`src/rtl/long_multiplier.sv`:
```
// Shift-add reconstruction of a divider's dividend: D = Q*M + R, one 4-bit
// partial product per cycle over four RUN cycles, with a one-cycle done pulse.
module long_multiplier (
  input  logic       clk,
  input  logic       rst,
  input  logic       start,
  input  logic [3:0] M,
  input  logic [3:0] Q,
  input  logic [3:0] R,
  output logic       busy,
  output logic       done,
  output logic [7:0] D,
  output logic       err
);

  typedef enum logic {
    IDLE = 1'b0,
    RUN  = 1'b1
  } state_t;

  state_t     state, state_nxt;
  logic [1:0] cnt, cnt_nxt;
  logic [7:0] acc, acc_nxt;
  logic [7:0] mcand, mcand_nxt;
  logic [3:0] mplr, mplr_nxt;
  logic       err_q, err_q_nxt;
  logic       busy_nxt, done_nxt, err_nxt;
  logic [7:0] d_nxt;
  logic [7:0] acc_sum;

  // Accumulator after the current step; the final step writes this straight into D.
  assign acc_sum = acc + (mplr[0] ? mcand : 8'd0);

  always_ff @(posedge clk or posedge rst) begin
    if (rst) begin
      state <= IDLE;
      cnt   <= 2'd0;
      acc   <= 8'd0;
      mcand <= 8'd0;
      mplr  <= 4'd0;
      err_q <= 1'b0;
      busy  <= 1'b0;
      done  <= 1'b0;
      D     <= 8'd0;
      err   <= 1'b0;
    end else begin
      // NOTE: non-blocking assignments so every flop samples pre-edge values.
      state <= state_nxt;
      cnt   <= cnt_nxt;
      acc   <= acc_nxt;
      mcand <= mcand_nxt;
      mplr  <= mplr_nxt;
      err_q <= err_q_nxt;
      busy  <= busy_nxt;
      done  <= done_nxt;
      D     <= d_nxt;
      err   <= err_nxt;
    end
  end

  always_comb begin
    // NOTE: every output gets a default first so no path infers a latch.
    state_nxt = state;
    cnt_nxt   = cnt;
    acc_nxt   = acc;
    mcand_nxt = mcand;
    mplr_nxt  = mplr;
    err_q_nxt = err_q;
    busy_nxt  = busy;
    done_nxt  = 1'b0;
    d_nxt     = D;
    err_nxt   = err;

    case (state)
      IDLE: begin
        if (start) begin
          acc_nxt   = {4'b0, R};
          mcand_nxt = {4'b0, M};
          mplr_nxt  = Q;
          err_q_nxt = (R >= M);
          cnt_nxt   = 2'd0;
          busy_nxt  = 1'b1;
          state_nxt = RUN;
        end
      end
      RUN: begin
        acc_nxt   = acc_sum;
        mcand_nxt = mcand << 1;
        mplr_nxt  = mplr >> 1;
        cnt_nxt   = cnt + 2'd1;
        if (cnt == 2'd3) begin
          d_nxt     = acc_sum;
          err_nxt   = err_q;
          done_nxt  = 1'b1;
          busy_nxt  = 1'b0;
          state_nxt = IDLE;
        end
      end
    endcase
  end

endmodule

```
`config.mk`:
```
export PLATFORM = sky130hd
export DESIGN_NAME = long_multiplier
export DESIGN_NICKNAME = d
export VERILOG_FILES = /design/src/rtl/long_multiplier.sv
export SDC_FILE = /design/constraint.sdc
export NUM_CORES = 1
export LEC_CHECK = 0
export ABC_CLOCK_PERIOD_IN_PS = 5840
export CORE_ASPECT_RATIO = 0.9
export CORE_MARGIN = 4
export CORE_UTILIZATION = 40
export DETAILED_ROUTE_END_ITERATION = 6
export PLACE_DENSITY_LB_ADDON = 0.12
export SLEW_MARGIN = 40
export SYNTH_ARGS = -nofsm -noshare
export SYNTH_HDL_FRONTEND = slang
export SYNTH_SLANG_ARGS = --single-unit
```
`constraint.sdc`:
```
create_clock -name clk -period 5.84 [get_ports clk]
set_input_delay 0.876 -clock clk [delete_from_list [all_inputs] [get_ports clk]]
set_output_delay 0.876 -clock clk [all_outputs]
set_load 0.02 [all_outputs]
```
==> flow_summary.toml, run 1 <==
[run_status]
status = "finished, final reports clean"

[clock_tree]
ctsResizeCount = 0
cts_inserted_buffers = 5
cts_hold_buf = 0
postCtsSetupBuffers = 0
clk_latency_ps = 290
cts_root_buffer = "clkbuf_8"
cts_tree = "done"
cts.sinks = 35
path_clk_slew_ps = 60
h-tree-depth = 2
clockBufferDepth = 2

[synth]
netlist_instances = 192
synth_ff_type = "dfrtp_1"
syn-num-nets = 220
seq_area_frac_synth_pct = 45.51
synth_cell_types = 41
synth_top_area_share_pct = 45.51
ys_seq_elements = 35
synth_edf_count = 0
syn_area_mm2 = 0.001924
ys_top_cells_by_area = "dfrtp_1 46%, ha_1 7.8%, mux2i_1 6.2%, nand2_1 5.7%, o21ai_0 4.2%"
syn-mean-instance-area_um2 = 10.02
synthArstFlopShare_pct = 100.0
ys_warn_count = 0
synth_area_leader_cell = "dfrtp_1"

[final_layout]
seq_area_um2 = 875.8
area_growth_pct = 19.90
multiInputGateArea_um2 = 975.9
n_antenna_cell = 0
fill_cells = 454
layout_common_cells = "35 x dfrtp_1, 29 x nand2_1, 24 x clkdlybuf4s50_1, 16 x o21ai_0"
layout_commonest_cell = "dfrtp_1"
final_util_pct = 50.74
drive_gt1_share_pct = 9.633
finalNetCount = 247

[hold_path]
min_to = "D[1]"
holdPathStages = 2
hold_start = "D[1]"
hp-class = "reg2reg"

[sta]
setup_viol = 0
worst_slew_pin_slew_ps = 495.3
rsz0062_at_grt = "no"
min_period_ps = 2292
fin_worst_skew_ps = 4.754
tns_ps = 0
relSlewSlack_pct = 66.98
slew_viol_final = 0
holdWs_ps = 477.4
hold_viol_final = 0
max_freq_mhz = 436.2
period_share_pct = 39.25

[floorplan]
core_mm2 = 0.004547
dieHeight_um = 73.80
num_rows = 23
die_area_mm2 = 0.005986
io_pins = 26
fp.dieW_um = 81.11
start_util_pct = 42.32

[critical_path]
crit_required_ps = 6010
worstPathMaxFanout = 9
worst_setup_path_end_kind = "flip-flop"
regToRegStartpoint = "mplr[0]"
worstPathArrival_ps = 2470
rrSetupSlack_ps = 3550
critPathLaunchType = "flip-flop"
crit_type = "reg2reg"
startpoint = "mplr[0]"
r2r-end = "D[4]"
worst-r2r-cell-count = 9

[flow_run]
cap_violations = 0

[drt]
drc = 0
wirelength_um = 3769
viasPerCell = 5.043
drtIter0Drc = 165
wire_per_inst_um = 13.46
ant_nets = 0
first_pass_iters = 4
vias = 1412

[placement]
hpwl_um = 2770
portBuffers = 25
finalWeightedCongestion = 0.8277

[global_route]
grt_usage_pct = 14.32
grt_overflow = 0
grt_pass1_vias = 1358
grt_max_degree = 39
grt_pass1_wl_um = 6437
antenna_found_initial = 0

[power]
leakage_uw = 0.001093
power.density_mw_per_mm2 = 453.8
ir_drop_v = 0.0001301
report_power, final:
group | switching [uW] | internal (uW)
logic | 260 | 223
clock network | 80.2 | 79.4
registers | 58.7 | 345
through the flow:
stage                     power [uW]  instances  area (um^2)  setup WS [ps]
after global placement         879.5        274         2240           3038
final                           1047        280         2307           3548
after CTS                       1060        280         2307           3519
after detailed placement       896.2        274         2235           3280
after floorplan                740.0        192         1924           3845
after global routing            1136        280         2307           3394
area by class of cell:
cell class              instances  area share (%)
clock buffers                   6           3.145
repair buffers                 27           11.28
inverters                      12           1.952
well taps                      62           3.362
flip-flops and latches         35           37.96
multi-input cells             138           42.30
synth_stat cells (all sizes together), types with 2 or more instances:
library cell	number
inv	12
o2111ai	2
mux2	6
ha	12
a211oi	4
mux2i	12
clkbuf	5
nor2	9
or4	2
nand3	3
a21o	3
a21oi	6
xnor2	3
dfrtp	35
o21ai	20
nor2b	2
and2	7
a22o	2
nand2	30
buf	2
nand2b	3
how the worst max path moves through the flow:
| stage | endpoint | slack, ps | cells after the start |
|---|---|---|---|
| 2_1_floorplan | D[4] | 3850 | 9 |
| 3_3_place_gp | acc[6] | 3040 | 6 |
| 3_5_place_dp | err_q | 3280 | 8 |
| 4_1_cts | D[4] | 3520 | 9 |
| 5_1_grt | D[4] | 3390 | 9 |
| 6_report | D[4] | 3550 | 9 |
sequential cells by signal, indices dropped and copies added (netlist names):
| register | flops |
|---|---|
| D | 8 |
| mplr | 4 |
| cnt | 2 |
| acc | 8 |
| state | 1 |
| err_q | 1 |
| err | 1 |
| busy | 1 |
| mcand | 8 |
| done | 1 |
per-layer routing:
metal / share of wire (%) / global-route usage (%) / wire length, um
met1: 49 / 19.86 / 1834
met2: 44 / 20.97 / 1667
met3: 5.3 / 3.799 / 198
met4: 1.8 / 6.191 / 69
met5: 0 / 0 / 0
critical path, cell delays in order (launching register included):
cell,delay (ps)
dfrtp_1,460
and2_1,190
ha_1,210
inv_1,70
fa_1,390
nor2b_1,160
o21ai_2,80
a21boi_2,230
nor2_1,110
mux2_2,280
cell families after synthesis:
group / count (synthesis) / share of synthesized area, %
AO/OA/AOI/OAI: 42 / 14.04
XOR/XNOR: 5 / 2.991
buffers and inverters: 19 / 3.771
adder cells (fa/ha/maj): 13 / 8.842
AND/OR/NAND/NOR: 60 / 14.69
multiplexers: 18 / 10.14
flip-flops: 35 / 45.51
No activity file was read; power rests on OpenSTA's default activity.
==> run 2, diff against run 1 <==
--- a/config.mk
+++ b/config.mk
@@ -5,7 +5,7 @@
 export SDC_FILE = /design/constraint.sdc
 export NUM_CORES = 1
 export LEC_CHECK = 0
-export ABC_CLOCK_PERIOD_IN_PS = 5840
+export ABC_CLOCK_PERIOD_IN_PS = 1800
 export CORE_ASPECT_RATIO = 0.9
 export CORE_MARGIN = 4
 export CORE_UTILIZATION = 40
==> constraint.sdc (replaced) <==
create_clock -name clk -period 1.8 [get_ports clk]
set_input_delay 0.27 -clock clk [delete_from_list [all_inputs] [get_ports clk]]
set_output_delay 0.27 -clock clk [all_outputs]
set_load 0.02 [all_outputs]
==> run 2 against run 1 <==
Highest routed layer unchanged; clock-buffer cell count rose by 2; total power grew to 3.8 times the previous value; non-clock buffer count increased by 31; the run now ends with setup timing left; clock power increased to 3.9 times the previous value; die area unchanged; final cell count grew 12%; first-iteration DRC count fell by 56%; design area increased by 17%; sequential power rose to 3.3 times the previous value.
==> flow_summary.toml, run 2 (synthesis gave the netlist of run 1 again) <==
[final_layout]
top_regs = "D: 8 flops, acc: 8 flops, mcand: 8 flops"
drive_gt1_share_pct = 28.29
finalNetCount = 278
final_util_pct = 59.16
area_growth_pct = 39.79
layout_commonest_cell = "dfrtp_1"
n_antenna_cell = 0
final_cell_count_no_fill = 313
layout_common_cells = "34 x dfrtp_1, 29 x buf_4, 28 x nand2_1, 25 x clkdlybuf4s50_1, 15 x o21ai_0"

[floorplan]
core_mm2 = 0.004547
start_util_pct = 42.32
num_rows = 23
dieHeight_um = 73.80
die_area_mm2 = 0.005986
fp.dieW_um = 81.11
io_pins = 26

[clock_tree]
clockBufferDepth = 2
h-tree-depth = 2
cts_root_buffer = "clkbuf_8"
cts_tree = "done"
cts_hold_buf = 0
cts_inserted_buffers = 5
clk_latency_ps = 280
path_clk_slew_ps = 70
cts.sinks = 35

[drt]
viasPerCell = 4.885
wirelength_um = 4245
drc = 0
vias = 1529
wire_per_inst_um = 13.56
ant_nets = 0
drtIter0Drc = 73
first_pass_iters = 4

[power]
ir_drop_v = 0.0006898
power.density_mw_per_mm2 = 1490
leakage_uw = 0.001277
finalPower_uw = 4007

[critical_path]
crit_type = "reg2reg"
path_cells = "and2_4, ha_4, inv_2, fa_2, nor2b_2, o21ai_2, a21boi_2, buf_4, or4_1, nand3_1"
slowest_delay_ps = 440
startpoint = "mplr[0]"
worstPathMaxFanout = 6
worst-r2r-cell-count = 10
critPathLaunchType = "flip-flop"
worst_setup_path_end_kind = "flip-flop"
regToRegStartpoint = "mplr[0]"
critical-path-slowest-cell = "dfrtp_2"
crit_required_ps = 2020
r2r-end = "acc[6]"
worstPathArrival_ps = 2190
rrSetupSlack_ps = -170

[global_route]
grt_use_met3_pct = 4.167
met2_usage_pct = 26.62
grt_pass1_vias = 1559
gr-usage-met1_pct = 21.35
grt_pass1_wl_um = 7383
grt_usage_pct = 16.34
grt.busiest_layer = "met2"
antenna_found_initial = 0
grt_max_degree = 38
grt_overflow = 0

[run_status]
violations = "setup timing"
status = "finished, violations left"

[sta]
period_share_pct = 109.4
hold_viol_final = 0
tns_ps = -807.8
min_period_ps = 1969
slew_viol_final = 0
setup_viol = 8
rsz0062_at_grt = "yes"
holdWs_ps = 379.6
setup_ws_ps = -169.4
worst_slew_pin_slew_ps = 438.5
fin_worst_skew_ps = 5.997
max_freq_mhz = 507.8
relSlewSlack_pct = 70.76

[placement]
hpwl_um = 3054
finalWeightedCongestion = 0.9024
portBuffers = 25
dp_cells = 300

[flow_run]
cap_violations = 0

[hold_path]
hp-class = "in2async"
run 2: cell count changes in the layout (fill, tap and decap cells not counted), sizes merged:
cell           previous run  this run
clkbuf                    6         8
clkdlybuf4s50            24        25
buf                       3        33
run 2: worst max path at each step:
stage	to	cells after the start
after CTS	acc[6]	10
final	acc[6]	10
after detailed placement	D[7]	8
after floorplan	D[4]	9
after global routing	D[6]	10
after global placement	D[7]	8
run 2: cell type report:
type / instances / area (um^2)
multi-input cells: 138 / 1077
inverters: 12 / 45.04
well taps: 62 / 77.57
repair buffers: 58 / 513.0
clock buffers: 8 / 100.1
flip-flops and latches: 35 / 877.1
fillers: 394 / 1857
run 2: timing repair:
item	in CTS	in global routing
setup buffers	2	3
endpoints found under the setup margin	9	9
gates resized for setup	11	12
pin swaps	8	9
run 2: per-stage QoR:
stage	worst slack, ps	cell area, um^2
global placement	-150.7	2440
CTS	-158.4	2611
finish	-169.4	2690
global route	-243.6	2690
floorplan	-108.9	1929
detailed placement	-199.5	2440
run 2: critical path, delay by kind of cell, from the launching register on:
| kind | cells | cell delay, ps |
|---|---|---|
| AND/OR/NAND/NOR | 4 | 670 |
| adder cells (fa/ha/maj) | 2 | 370 |
| buffers and inverters | 2 | 190 |
| AO/OA/AOI/OAI | 2 | 230 |
| flip-flops | 1 | 440 |
run 2: metal layers:
metal | wire length (um) | part of all wire [%] | vias up
li1 | - | - | 783
met1 | 2047 | 48 | 716
met2 | 2005 | 47 | 23
met3 | 141 | 3.3 | 7
met4 | 51 | 1.2 | 0
met5 | 0 | 0 | -
run 2: report_power, final:
part | internal (uW) | total [uW] | switching [uW]
Combinational | 1080 | 2040 | 958
Clock | 349 | 626 | 277
Sequential | 1120 | 1340 | 219
Total | 2550 | 4010 | 1450
